==> src/rtl/fetch_sequencer.sv <==
// rtl/fetch_sequencer.sv - PC sequencer and fetch controller for a one-cycle-latency instruction memory
module fetch_sequencer #(
  parameter int                   PC_W     = 10,
  parameter int                   INSTR_W  = 32,
  parameter logic [PC_W-1:0]      RESET_PC = '0,
  parameter logic [PC_W-1:0]      END_PC   = '1,
  parameter logic [INSTR_W-1:0]   NOP      = '0
) (
  input  logic               CLK_SYS,
  input  logic               RST_SYS,
  input  logic               start,
  input  logic               stall,
  input  logic               redirect,
  input  logic [PC_W-1:0]    redirect_pc,
  output logic [PC_W-1:0]    mem_pc,
  input  logic [INSTR_W-1:0] mem_instruction,
  output logic [INSTR_W-1:0] if_instruction,
  output logic [PC_W-1:0]    if_pc,
  output logic               if_valid,
  output logic               busy,
  output logic               done,
  output logic [15:0]        instr_count
);

  typedef enum logic [1:0] {IDLE, RUN, DONE} state_t;

  state_t          state, state_n;
  logic [PC_W-1:0] fetch_pc, fetch_pc_n;
  logic [PC_W-1:0] rd_pc, rd_pc_n;
  logic            rd_valid, rd_valid_n;
  logic            accept;

  // The word on the read port belongs to rd_pc; a same-cycle redirect marks it wrong-path.
  assign if_pc          = rd_pc;
  assign if_valid       = rd_valid & ~redirect;
  assign if_instruction = if_valid ? mem_instruction : NOP;
  assign accept         = if_valid & ~stall;
  assign busy           = (state == RUN);
  assign done           = (state == DONE);

  always_comb begin
    state_n    = state;
    fetch_pc_n = fetch_pc;
    rd_pc_n    = rd_pc;
    rd_valid_n = rd_valid;
    mem_pc     = rd_pc;
    case (state)
      IDLE: begin
        rd_valid_n = 1'b0;
        if (start) begin
          mem_pc     = fetch_pc;
          rd_pc_n    = fetch_pc;
          rd_valid_n = 1'b1;
          fetch_pc_n = fetch_pc + PC_W'(1);
          state_n    = (fetch_pc == END_PC) ? DONE : RUN;
        end
      end
      RUN: begin
        if (redirect) begin
          mem_pc     = redirect_pc;
          rd_pc_n    = redirect_pc;
          rd_valid_n = 1'b1;
          fetch_pc_n = redirect_pc + PC_W'(1);
          if (redirect_pc == END_PC) state_n = DONE;
        end else if (!stall) begin
          mem_pc     = fetch_pc;
          rd_pc_n    = fetch_pc;
          rd_valid_n = 1'b1;
          fetch_pc_n = fetch_pc + PC_W'(1);
          if (fetch_pc == END_PC) state_n = DONE;
        end
      end
      DONE: begin
        // start restarts from RESET_PC regardless of any pending redirect
        if (start) begin
          mem_pc     = RESET_PC;
          rd_pc_n    = RESET_PC;
          rd_valid_n = 1'b1;
          fetch_pc_n = RESET_PC + PC_W'(1);
          state_n    = (RESET_PC == END_PC) ? DONE : RUN;
        end else if (redirect) begin
          mem_pc     = redirect_pc;
          rd_pc_n    = redirect_pc;
          rd_valid_n = 1'b1;
          fetch_pc_n = redirect_pc + PC_W'(1);
          state_n    = (redirect_pc == END_PC) ? DONE : RUN;
        end else if (!stall) begin
          rd_valid_n = 1'b0;
        end
      end
      default: state_n = IDLE;
    endcase
  end

  always_ff @(posedge CLK_SYS) begin
    if (RST_SYS) begin
      state    <= IDLE;
      fetch_pc <= RESET_PC;
      rd_pc    <= RESET_PC;
      rd_valid <= 1'b0;
    end else begin
      state    <= state_n;
      fetch_pc <= fetch_pc_n;
      rd_pc    <= rd_pc_n;
      rd_valid <= rd_valid_n;
    end
  end

  always_ff @(posedge CLK_SYS) begin
    if (RST_SYS) begin
      instr_count <= 16'd0;
    end else if (start && (state != RUN)) begin
      instr_count <= 16'd0;
    end else if (accept && (instr_count != 16'hFFFF)) begin
      instr_count <= instr_count + 16'd1;
    end
  end

endmodule

==> config.mk <==
export PLATFORM = sky130hd
export DESIGN_NAME = fetch_sequencer
export DESIGN_NICKNAME = d
export VERILOG_FILES = /design/src/rtl/fetch_sequencer.sv
export SDC_FILE = /design/constraint.sdc
export NUM_CORES = 1
export LEC_CHECK = 0
export ABC_AREA = 1
export CORE_ASPECT_RATIO = 0.9
export CORE_MARGIN = 2
export CORE_UTILIZATION = 46
export DETAILED_ROUTE_END_ITERATION = 12
export MAX_ROUTING_LAYER = met4
export PLACE_DENSITY = 0.82
export SLEW_MARGIN = 20
export SYNTH_ARGS = -nofsm -noshare
export SYNTH_HDL_FRONTEND = slang
export SYNTH_SLANG_ARGS = --single-unit
export TNS_END_PERCENT = 20
==> constraint.sdc <==
create_clock -name CLK_SYS -period 2.01 [get_ports CLK_SYS]
set_input_delay 0.3015 -clock CLK_SYS [delete_from_list [all_inputs] [get_ports CLK_SYS]]
set_output_delay 0.3015 -clock CLK_SYS [all_outputs]
set_load 0.02 [all_outputs]
==> qor.txt <==
RUN STATUS
--------------------------------------------------------------------------------------------------------
Run status ................................................................................ finished with violations
Failing checks ............................................................................ negative setup slack

CRITICAL PATH
--------------------------------------------------------------------------------------------------------
Max incr delay on CP ......................................................................       380 ps
Arr. time, crit path ......................................................................      1790 ps
CP endpoint kind ..........................................................................  output port
Crit Path Category ........................................................................ register to output port
Slowest CP cell ........................................................................... sky130_fd_sc_hd__dfxtp_4
Critical path peak fanout .................................................................            3
Most frequent cell on the critical path ................................................... sky130_fd_sc_hd__buf_4
Data required time of the worst path ......................................................      1710 ps
Crit-path cells ........................................................................... buf_6, ha_4, buf_4, buf_4, buf_4, a21oi_1, nor2_2, inv_1, buf_6
Crit start category .......................................................................     register

CLOCKING
--------------------------------------------------------------------------------------------------------
Number of buffers inserted during clock tree synthesis ....................................            5
Hold buffer count at CTS ..................................................................            0
Level count of the clock H-tree ...........................................................            2
Maximum number of buffers from clock root to sink .........................................            2
Number of clock sinks .....................................................................           39
Post-CTS clock slew at the launch and capture registers of the worst setup and hold paths .        90 ps
Root Buffer Master ........................................................................ sky130_fd_sc_hd__clkbuf_8
Clock network latency to the later pin of the worst-skew pair .............................       300 ps
Clock tree from TritonCTS .................................................................         done

GLOBAL ROUTING
--------------------------------------------------------------------------------------------------------
Total global routing overflow .............................................................            0
Number of antenna violations at the first check in global routing .........................            0
Maximum number of pins on one net before global-route repair ..............................           35
Global-route usage over all layers ........................................................        0.300
Wire length of the first global-routing pass ..............................................     18400 µm
Vias in the first global route ............................................................         3924

STA
--------------------------------------------------------------------------------------------------------
Final Worst Setup Slack ...................................................................     -77.3 ps
Number of hold-slack violations in the final timing report ................................            0
Period utilization ........................................................................         1.04
Count of endpoints failing setup in the final report ......................................            7
Final worst hold slack ....................................................................       528 ps
Max-Slew Margin vs Limit ..................................................................        0.669
Final setup skew ..........................................................................      4.24 ps
Total negative setup slack ................................................................      -236 ps
Transition time at the pin with the least slew margin .....................................       495 ps
Clock period minus final worst setup slack ................................................      2090 ps
Maximum operating frequency ...............................................................    0.479 GHz
Setup repair after global routing missed its margin .......................................          yes
Number of pins exceeding their max-slew limit in the final report .........................            0

LAYOUT
--------------------------------------------------------------------------------------------------------
Non-Filler Instances ......................................................................          828
Antenna Cells .............................................................................            0
Layout-stage area growth over the synthesis result ........................................        59.0%
Nets@finish ...............................................................................          791
Fillcell total ............................................................................          541
Layout cells sized above 1 ................................................................        0.160

LOGIC SYNTHESIS
--------------------------------------------------------------------------------------------------------
Yosys Warn Count ..........................................................................            0
Most numerous cell in the Yosys netlist ................................................... sky130_fd_sc_hd__nand2_1
Cell type with the largest total area after synthesis ..................................... sky130_fd_sc_hd__dfxtp_1
Synth cell types ..........................................................................           29
Sequential share of the synthesized area ..................................................        0.243
Most common flop cell mapped by yosys ..................................................... sky130_fd_sc_hd__dfxtp_1
Mean instance size in the synthesized netlist .............................................     5.65 µm²
Syn Inst Count ............................................................................          570
Mux contribution to synthesized area ......................................................            0
Post-synthesis share of cell area spent on full adders, half adders and majority gates ....       0.0272
Synthesized netlist net count .............................................................          624
Synth area leaders ........................................................................ sky130_fd_sc_hd__dfxtp_1 24%, sky130_fd_sc_hd__nand2_1 16%, sky130_fd_sc_hd__inv_1 12%
Synth Area in Compound Gates ..............................................................        0.176
Area fraction of the dominant cell type after synthesis ...................................        0.243
Simple-gate portion of the synthesized area ...............................................        0.362
Cell Area, Synth ..........................................................................  0.00322 mm²
Async SR Flop Fraction ....................................................................            0
Number of flops mapped to enable cells by yosys ...........................................            0
Synthesized flop and latch total ..........................................................           39
Post-synthesis share of cell area spent on xor and xnor gates .............................       0.0408
Commonest cells in the netlist ............................................................ 138 x sky130_fd_sc_hd__nand2_1, 101 x sky130_fd_sc_hd__inv_1, 82 x sky130_fd_sc_hd__nor2_1
Combinational family with the most area after synthesis ................................... simple AND/OR/NAND/NOR gates

DRT
--------------------------------------------------------------------------------------------------------
Post-route DRC ............................................................................            0
Wire length per cell ......................................................................      14.0 µm
Remaining number of nets flagged by the antenna check after routing .......................            0
Starting DRT DRC Count ....................................................................          328
Initial DRT Pass Iterations ...............................................................            5
Via count normalized by instance count ....................................................         5.18
Total number of vias ......................................................................         4286
Aggregate routed wire length ..............................................................     11600 µm

DIE
--------------------------------------------------------------------------------------------------------
Die Outline Area ..........................................................................  0.00768 mm²
Core Region ...............................................................................  0.00669 mm²
Die width .................................................................................      92.2 µm
Row Count .................................................................................           28
Die Height ................................................................................      83.4 µm
Initial cell density of the core ..........................................................        0.481
I/O pin count .............................................................................          118

PLACE
--------------------------------------------------------------------------------------------------------
Input/output buffers ......................................................................          117
DP HPWL ...................................................................................      8640 µm
Placer congestion estimate ................................................................        0.936
Placed cells ..............................................................................          810
Worst slack at placement ..................................................................      -639 ps

POWER
--------------------------------------------------------------------------------------------------------
Maximum resistive drop on vdd .............................................................   0.000572 V
Leakage power .............................................................................      2.49 nW
Power density of the placed cells .........................................................   927 mW/mm²

FLOW RUN
--------------------------------------------------------------------------------------------------------
MaxCap Viol Count .........................................................................            0

MIN PATH
--------------------------------------------------------------------------------------------------------
Hold/Removal Path Class ................................................................... register to register

==> per-layer routing <==
| metal | vias up | GRT usage | routed length, µm | part of all wire |
|---|---|---|---|---|
| met5 | - | - | 0 | 0 |
| met2 | 237 | 0.509 | 5520 | 0.48 |
| li1 | 2126 | - | - | - |
| met1 | 1894 | 0.364 | 4660 | 0.40 |
| met4 | 0 | 0.0787 | 177 | 0.015 |
| met3 | 29 | 0.0599 | 1230 | 0.11 |
==> critical path, delay by kind of cell, from the launching register on <==
kind	cells	cell delay [ps]
buffers and inverters	6	710
adders and majority gates	1	170
and+or+nand+nor	1	70
AOI/OAI and AO/OA	1	150
DFF	1	380
==> placed cells by master, fill, tap and decap left out, types with 15 or more instances in the layout <==
cell,netlist,routed
sky130_fd_sc_hd__nand3_1,32,32
sky130_fd_sc_hd__clkdlybuf4s50_1,0,71
sky130_fd_sc_hd__buf_4,2,58
sky130_fd_sc_hd__nand4_1,15,15
sky130_fd_sc_hd__nand2_1,138,135
sky130_fd_sc_hd__a21oi_1,43,41
sky130_fd_sc_hd__dlygate4sd2_1,0,35
sky130_fd_sc_hd__dfxtp_1,39,37
sky130_fd_sc_hd__inv_1,101,96
sky130_fd_sc_hd__o21ai_0,51,37
sky130_fd_sc_hd__nor2_1,82,81
==> state kept, by name, indices dropped and copies added, names as in the netlist <==
signal	count
fetch_pc	10
rd_valid	1
instr_count	16
state	2
if_pc	10
==> per-stage QoR <==
step | instance area [µm²] | utilization | power, mW
2_1_floorplan | 3220 | - | 2.58
3_3_place_gp | 4830 | 0.721 | 3.78
3_5_place_dp | 4830 | 0.721 | 3.86
4_1_cts | 4970 | 0.743 | 4.51
5_1_grt | 5120 | 0.765 | 5.08
6_report | 5120 | 0.765 | 4.74
==> power by group <==
group | total (mW) | internal, mW | switching (mW)
Clock | 0.582 | 0.249 | 0.333
Combinational | 3.01 | 1.31 | 1.70
Sequential | 1.15 | 0.936 | 0.214
Total | 4.74 | 2.50 | 2.25
==> final cells by class <==
class                           count  area [µm²]  area share
Tap cell                           90         113      0.0220
Multi-Input combinational cell    407        2070       0.404
Clock buffer                        5        68.8      0.0134
Clock inverter                      3        23.8     0.00465
Timing Repair Buffer              179        1650       0.322
Inverter                          105         409      0.0800
Sequential cell                    39         786       0.154
==> final timing paths <==
kind | startpoint | endpoint | slack, ps | depth (start not counted)
min reg2reg | fetch_pc[1] | fetch_pc[1] | 530 | 2
max | state[0] | mem_pc[1] | -80 | 9
min | fetch_pc[1] | fetch_pc[1] | 530 | 2
max reg2reg | state[1] | fetch_pc[3] | 160 | 10
==> kinds of logic after synthesis <==
logic type,Yosys count
flip-flops,39
buffers and inverters,124
AND/OR/NAND/NOR,279
AO/OA/AOI/OAI,106
XOR/XNOR,15
adder cells (fa/ha/maj),7
==> what timing repair did <==
action                                  in CTS  in global routing
pin swaps                                    7                  8
gates resized for setup                    116                 33
endpoints found under the hold margin        0                  0
endpoints found under the setup margin      44                 10
cloned                                       0                  1
buffers inserted                             5                  4
Power figures use the tool's default switching activity.
